`config.mk`:
```
export PLATFORM = sky130hd
export DESIGN_NAME = inst_decode_pipe
export DESIGN_NICKNAME = d
export VERILOG_FILES = /design/src/rtl/inst_decode_pipe.sv
export SDC_FILE = /design/constraint.sdc
export NUM_CORES = 1
export LEC_CHECK = 0
export BUFFER_PORTS_ARGS = -buffer_cell sky130_fd_sc_hd__buf_2
export CAP_MARGIN = 20
export CORE_ASPECT_RATIO = 1.5
export CORE_MARGIN = 2
export CORE_UTILIZATION = 56
export DETAILED_ROUTE_END_ITERATION = 16
export PLACE_DENSITY = 0.84
export SETUP_SLACK_MARGIN = 0.05
export SYNTH_ARGS = -nofsm -noshare
export SYNTH_HDL_FRONTEND = slang
export SYNTH_SLANG_ARGS = --single-unit
export TNS_END_PERCENT = 20
```
`constraint.sdc`:
```
create_clock -name clk -period 2.4 [get_ports clk]
set_clock_uncertainty 0.15 [all_clocks]
set_input_delay 0.48 -clock clk [delete_from_list [all_inputs] [get_ports clk]]
set_output_delay 0.48 -clock clk [all_outputs]
set_load 0.03 [all_outputs]
```
`src/rtl/inst_decode_pipe.sv`:
```
// Instruction buffer (power-of-2 FIFO) feeding a registered decode stage.
// Decoded fields are held while the consumer stalls; flush/reset drop everything in flight.
module inst_decode_pipe #(
  parameter int DEPTH    = 4,
  parameter bit IMM_SEXT = 1'b0
) (
  input  logic                     clk,
  input  logic                     rst,
  input  logic                     flush,
  input  logic                     in_valid,
  input  logic [31:0]              inst,
  output logic                     in_ready,
  output logic                     out_valid,
  input  logic                     out_ready,
  output logic [2:0]               opcode,
  output logic [4:0]               rsAddr,
  output logic [4:0]               rtAddr,
  output logic [4:0]               shamt,
  output logic [3:0]               fcode,
  output logic [31:0]              imm,
  output logic [24:0]              label,
  output logic                     mem_write,
  output logic                     illegal,
  output logic [$clog2(DEPTH):0]   count
);
  localparam int PW = $clog2(DEPTH);
  localparam int CW = PW + 1;
  localparam logic [CW-1:0] FULL = CW'(DEPTH);

  typedef struct packed {
    logic [2:0]  opcode;
    logic [4:0]  rs;
    logic [4:0]  rt;
    logic [4:0]  shamt;
    logic [3:0]  fcode;
    logic [31:0] imm;
    logic [24:0] label;
    logic        mem_write;
    logic        illegal;
  } dec_t;

  logic [31:0]   mem [DEPTH];
  logic [PW-1:0] wr_ptr, rd_ptr;
  logic          push, load;
  logic [31:0]   head;
  dec_t          d, q;

  // Depends on occupancy only, so the producer never waits on the consumer.
  assign in_ready = count < FULL;
  assign push     = in_valid && in_ready;
  assign load     = (count != '0) && (!out_valid || out_ready);
  assign head     = mem[rd_ptr];

  always_comb begin
    d        = '0;
    d.opcode = head[31:29];
    case (head[31:29])
      3'd0: begin
        d.rs    = head[28:24];
        d.rt    = head[23:19];
        d.shamt = head[18:14];
        d.fcode = head[13:10];
      end
      3'd1: begin
        d.rs    = head[28:24];
        d.fcode = {2'b00, head[1:0]};
        d.imm   = IMM_SEXT ? {{10{head[23]}}, head[23:2]} : {10'b0, head[23:2]};
      end
      3'd2: begin
        d.rs        = head[28:24];
        d.rt        = head[23:19];
        d.fcode     = {3'b000, head[0]};
        d.imm       = IMM_SEXT ? {{14{head[18]}}, head[18:1]} : {14'b0, head[18:1]};
        d.mem_write = head[0];
      end
      3'd3: begin
        d.label = head[28:4];
        d.fcode = head[3:0];
      end
      3'd4: d.rs = head[28:24];
      default: d.illegal = 1'b1;
    endcase
  end

  always_ff @(posedge clk) begin
    if (rst) begin
      wr_ptr    <= '0;
      rd_ptr    <= '0;
      count     <= '0;
      out_valid <= 1'b0;
      q         <= '0;
    end else if (flush) begin
      wr_ptr    <= '0;
      rd_ptr    <= '0;
      count     <= '0;
      out_valid <= 1'b0;
    end else begin
      if (push) wr_ptr <= wr_ptr + PW'(1);
      if (load) begin
        rd_ptr <= rd_ptr + PW'(1);
        q      <= d;
      end
      if (load)           out_valid <= 1'b1;
      else if (out_ready) out_valid <= 1'b0;
      case ({push, load})
        2'b10:   count <= count + CW'(1);
        2'b01:   count <= count - CW'(1);
        default: ;
      endcase
    end
  end

  always_ff @(posedge clk) begin
    if (!rst && !flush && push) mem[wr_ptr] <= inst;
  end

  assign opcode    = q.opcode;
  assign rsAddr    = q.rs;
  assign rtAddr    = q.rt;
  assign shamt     = q.shamt;
  assign fcode     = q.fcode;
  assign imm       = q.imm;
  assign label     = q.label;
  assign mem_write = q.mem_write;
  assign illegal   = q.illegal;
endmodule

```
==> metrics list <==
- The net count of the finished layout is 700.
- Global placement routability congestion: 0.8068
- Counting flops with an async set or reset pin after synthesis yields a share of 0%.
- Top-level port count: 123
- Summing over every cut layer, the via total after detailed routing is 4957.
- Summed over all nets, the switching power comes to 1.665 mW.
- Number of input and output port buffers inserted: 112
* Utilization of the core after routing: 67.05%
- Maximum root-to-sink buffer count: 3
- CTS placed an instance of clkbuf_16 at the clock tree root.
- Highest signal layer in the routed design: met4
- The worst path uses 94.15% of the clock period.
* Antenna-violating nets left: 0
- The first detailed-routing pass took 5 iterations.
- HP Start: inst[31]
- The number of gates resized after CTS was 0.
- The worst pin sits at a relative slew slack of 65.70%.
- Of the total power, combinational logic draws 7.9%.
- Critical R2R Capture: imm[2]$_SDFFE_PP0P_
- Setup violations remaining at the end of the flow were counted as 0.
- Routed wl met2: 8.990 mm
- Entering global routing, the biggest net connects 43 pins.
- Congestion Overflow GR: 0
- Routed WL per cell: 21.05 um
- Netlist area before placement: 0.007890 mm^2
* DRT iter0 DRCs: 391
- Across the run, the number of max-cap violations was 0.
- Final TNS setup: 0 ps
* Sequential share of power: 51.8%
- DP Wirelength: 11.41 mm
- The worst setup path is captured at a register.
- Final min period: 2260 ps
- Number of flops mapped to enable cells by yosys: 128
* Mean Syn Cell Area: 14.75 um^2
- Synth cell types: 46
- The die is 149.4 um tall.
* Data required time at the worst endpoint: 2670 ps
* Clock network fraction of design power: 40.3%
- RSZ-0062 raised after global routing: false
- The number of clock buffers added by TritonCTS is 18.
- Global-route wire length before repair: 26.91 mm
- Critical Path Source: count[0]$_SDFFE_PP0P_
- Type of the worst min-delay path: input pin to register
* Power Internal: 5.847 mW
- Number of remaining DRC errors: 0
- Switching Fraction: 22.16%
- Cells after Synth: 535
- Largest voltage drop on the vdd net: 0.5818 mV
* Number of global-route vias before repair: 4991
- The path with the worst hold slack has its endpoint at mem[0][31]$_DFFE_PP_.
* Vias per std cell: 5.937
- All-Layer GR Usage: 23.46%
- Width of the chip: 100.9 um
* Max H-tree Level: 1
- Status: finished clean
- Share of layout cells above drive strength 1: 30.64%
- The total area inside the core boundary comes to 0.01393 mm^2.
- Clock-pin slew was measured on the worst setup and hold paths at 60 ps.
- After synthesis, the cell types taking the most area are edfxtp_1 49%, dfxtp_1 21%, mux4_2 8.6%.
- CP Data Arrival Time: 2530 ps
* Syn. warnings: 0
* CTS hold repair buffers: 0
- Leaving out fill and tap cells, the most frequent cells in the layout are 128 x edfxtp_1, 112 x buf_2, 80 x dfxtp_1, 48 x nand2_1, 43 x a21oi_1.
* Slew at the pin with the worst max-slew slack: 514.5 ps
- Number of clock sinks: 209
* Min-Delay Path Depth: 1
* Effective utilization at floorplan: 56.66%
- Wires add up to 17.58 mm.
- Synthesis inferred 209 register bits.
* Met1 Wirelength: 6.689 mm
- Timing would allow up to 0.4426 GHz.
- Fraction of synthesized cell area taken by the top area cell type: 48.72%
* Largest fanout on the critical path: 8
- The initialized floorplan defines 53 standard-cell rows.
- R2R Setup Slk: 140 ps
- The number of cells on the worst reg-to-reg path is 5.
* Die area: 0.01507 mm^2
- The hold violation total from the final report was 0.
- The synthesized design spends more area on one cell type than any other, namely edfxtp_1.
- Most frequent standard cell in the layout excluding fill and tap cells: edfxtp_1
- At the later pin of the worst-skew pair, clock insertion delay measures 480 ps.
* Met3 WL: 1.273 mm
- In this run the power density over the cells is 804.5 mW/mm^2.
- TritonCTS built the clock tree.
- The number of antenna violations at the first check in global routing came to 1.
* Setup Crit Path Kind: register to register
- Leakage power total: 3.438 nW
- Fin. max-slew vios: 0
- In the synthesized netlist the dominant register cell turns out to be edfxtp_1.
* Sequential element share of the synthesized area: 69.27%
* FF-to-FF Start: count[0]$_SDFFE_PP0P_
- STA classifies the critical path startpoint as a register.
- Buffers added to address setup during post-CTS repair amount to 0.
- The area growth from synthesis to layout is 18.35%.
-- area by class of cell --
type / instances / area, um^2
timing repair buffer: 135 / 787.0
clock buffer: 22 / 486.7
antenna: 1 / 2.502
multi-input combinational: 283 / 2212
inverter: 10 / 37.54
fill: 938 / 4588
clock inverter: 10 / 138.9
tap: 165 / 206.4
sequential: 209 / 5466
-- metal layers --
layer  global-route usage, %  vias to the layer above
met5                       0                        -
met3                   3.280                       47
li1                        -                     2249
met4                   9.932                        0
met2                   40.10                      267
met1                   29.95                     2394
-- worst max-delay path by stage --
stage | endpoint | slack, ps | cells after the start
after CTS | label[23]$_SDFFE_PP0P_ | 160 | 5
after global routing | count[2]$_SDFFE_PP0P_ | 60 | 8
after detailed placement | count[2]$_SDFFE_PP0P_ | 40 | 9
after global placement | count[2]$_SDFFE_PP0P_ | 150 | 9
after floorplan | count[2]$_SDFFE_PP0P_ | 110 | 8
final | imm[2]$_SDFFE_PP0P_ | 140 | 5
-- state kept, by name, indices dropped and copies added, names as in the netlist, named ones only --
name       count
illegal        1
rtAddr         5
shamt          5
opcode         3
count          3
mem          128
mem_write      1
imm           22
label         25
fcode          4
rsAddr         5
rd_ptr         2
out_valid      1
wr_ptr         2
-- logic make-up after synthesis --
logic type | count (synthesis) | synth area share, %
other | 1 | 0.04753
AND/OR/NAND/NOR | 143 | 9.293
multiplexers | 37 | 9.483
XOR/XNOR | 5 | 0.5551
buffers and inverters | 52 | 3.267
AO/OA/AOI/OAI | 81 | 6.914
adder cells (fa/ha/maj) | 7 | 1.174
flip-flops | 209 | 69.27
-- synth_stat cells, drive strengths merged (3+ instances only) --
cell	n
o21ai	6
ha	5
a32oi	5
clkbuf	19
nand2b	3
a22o	5
and2	13
nand3	35
inv	10
a21oi	43
buf	23
mux4	30
xor2	3
nor2	19
nand2	48
dfxtp	81
edfxtp	128
a221o	17
nor3	4
and3	4
mux2i	5
nor4	5
-- worst max-delay path, stage by stage (launching register included) --
cell     delay (ps)
dfxtp_1         420
nor3_1          100
buf_4           160
or4_1           640
nor4_1          550
a221o_1         180
-- metrics by stage --
stage / power (mW) / std cells / area (um^2) / hold slack, ps / setup slack, ps
final: 7.512 / 835 / 9338 / 66.96 / 140.5
after CTS: 7.542 / 834 / 9331 / 56.54 / 157.3
after floorplan: 4.372 / 544 / 7924 / 334.7 / 110.4
after detailed placement: 4.554 / 802 / 8706 / 292.7 / 44.73
after global placement: 4.533 / 802 / 8706 / 288.2 / 151.8
after global routing: 7.729 / 835 / 9338 / 62.28 / 57.28
-- power groups by stage --
stage / clock network (mW) / logic (mW) / registers [mW]
6_report: 3.03 / 0.592 / 3.89
3_5_place_dp: 0 / 0.583 / 3.97
5_1_grt: 3.20 / 0.636 / 3.90
2_1_floorplan: 0 / 0.351 / 4.02
4_1_cts: 3.06 / 0.587 / 3.89
3_3_place_gp: 0 / 0.565 / 3.97
(Power assumes the default switching activity.)
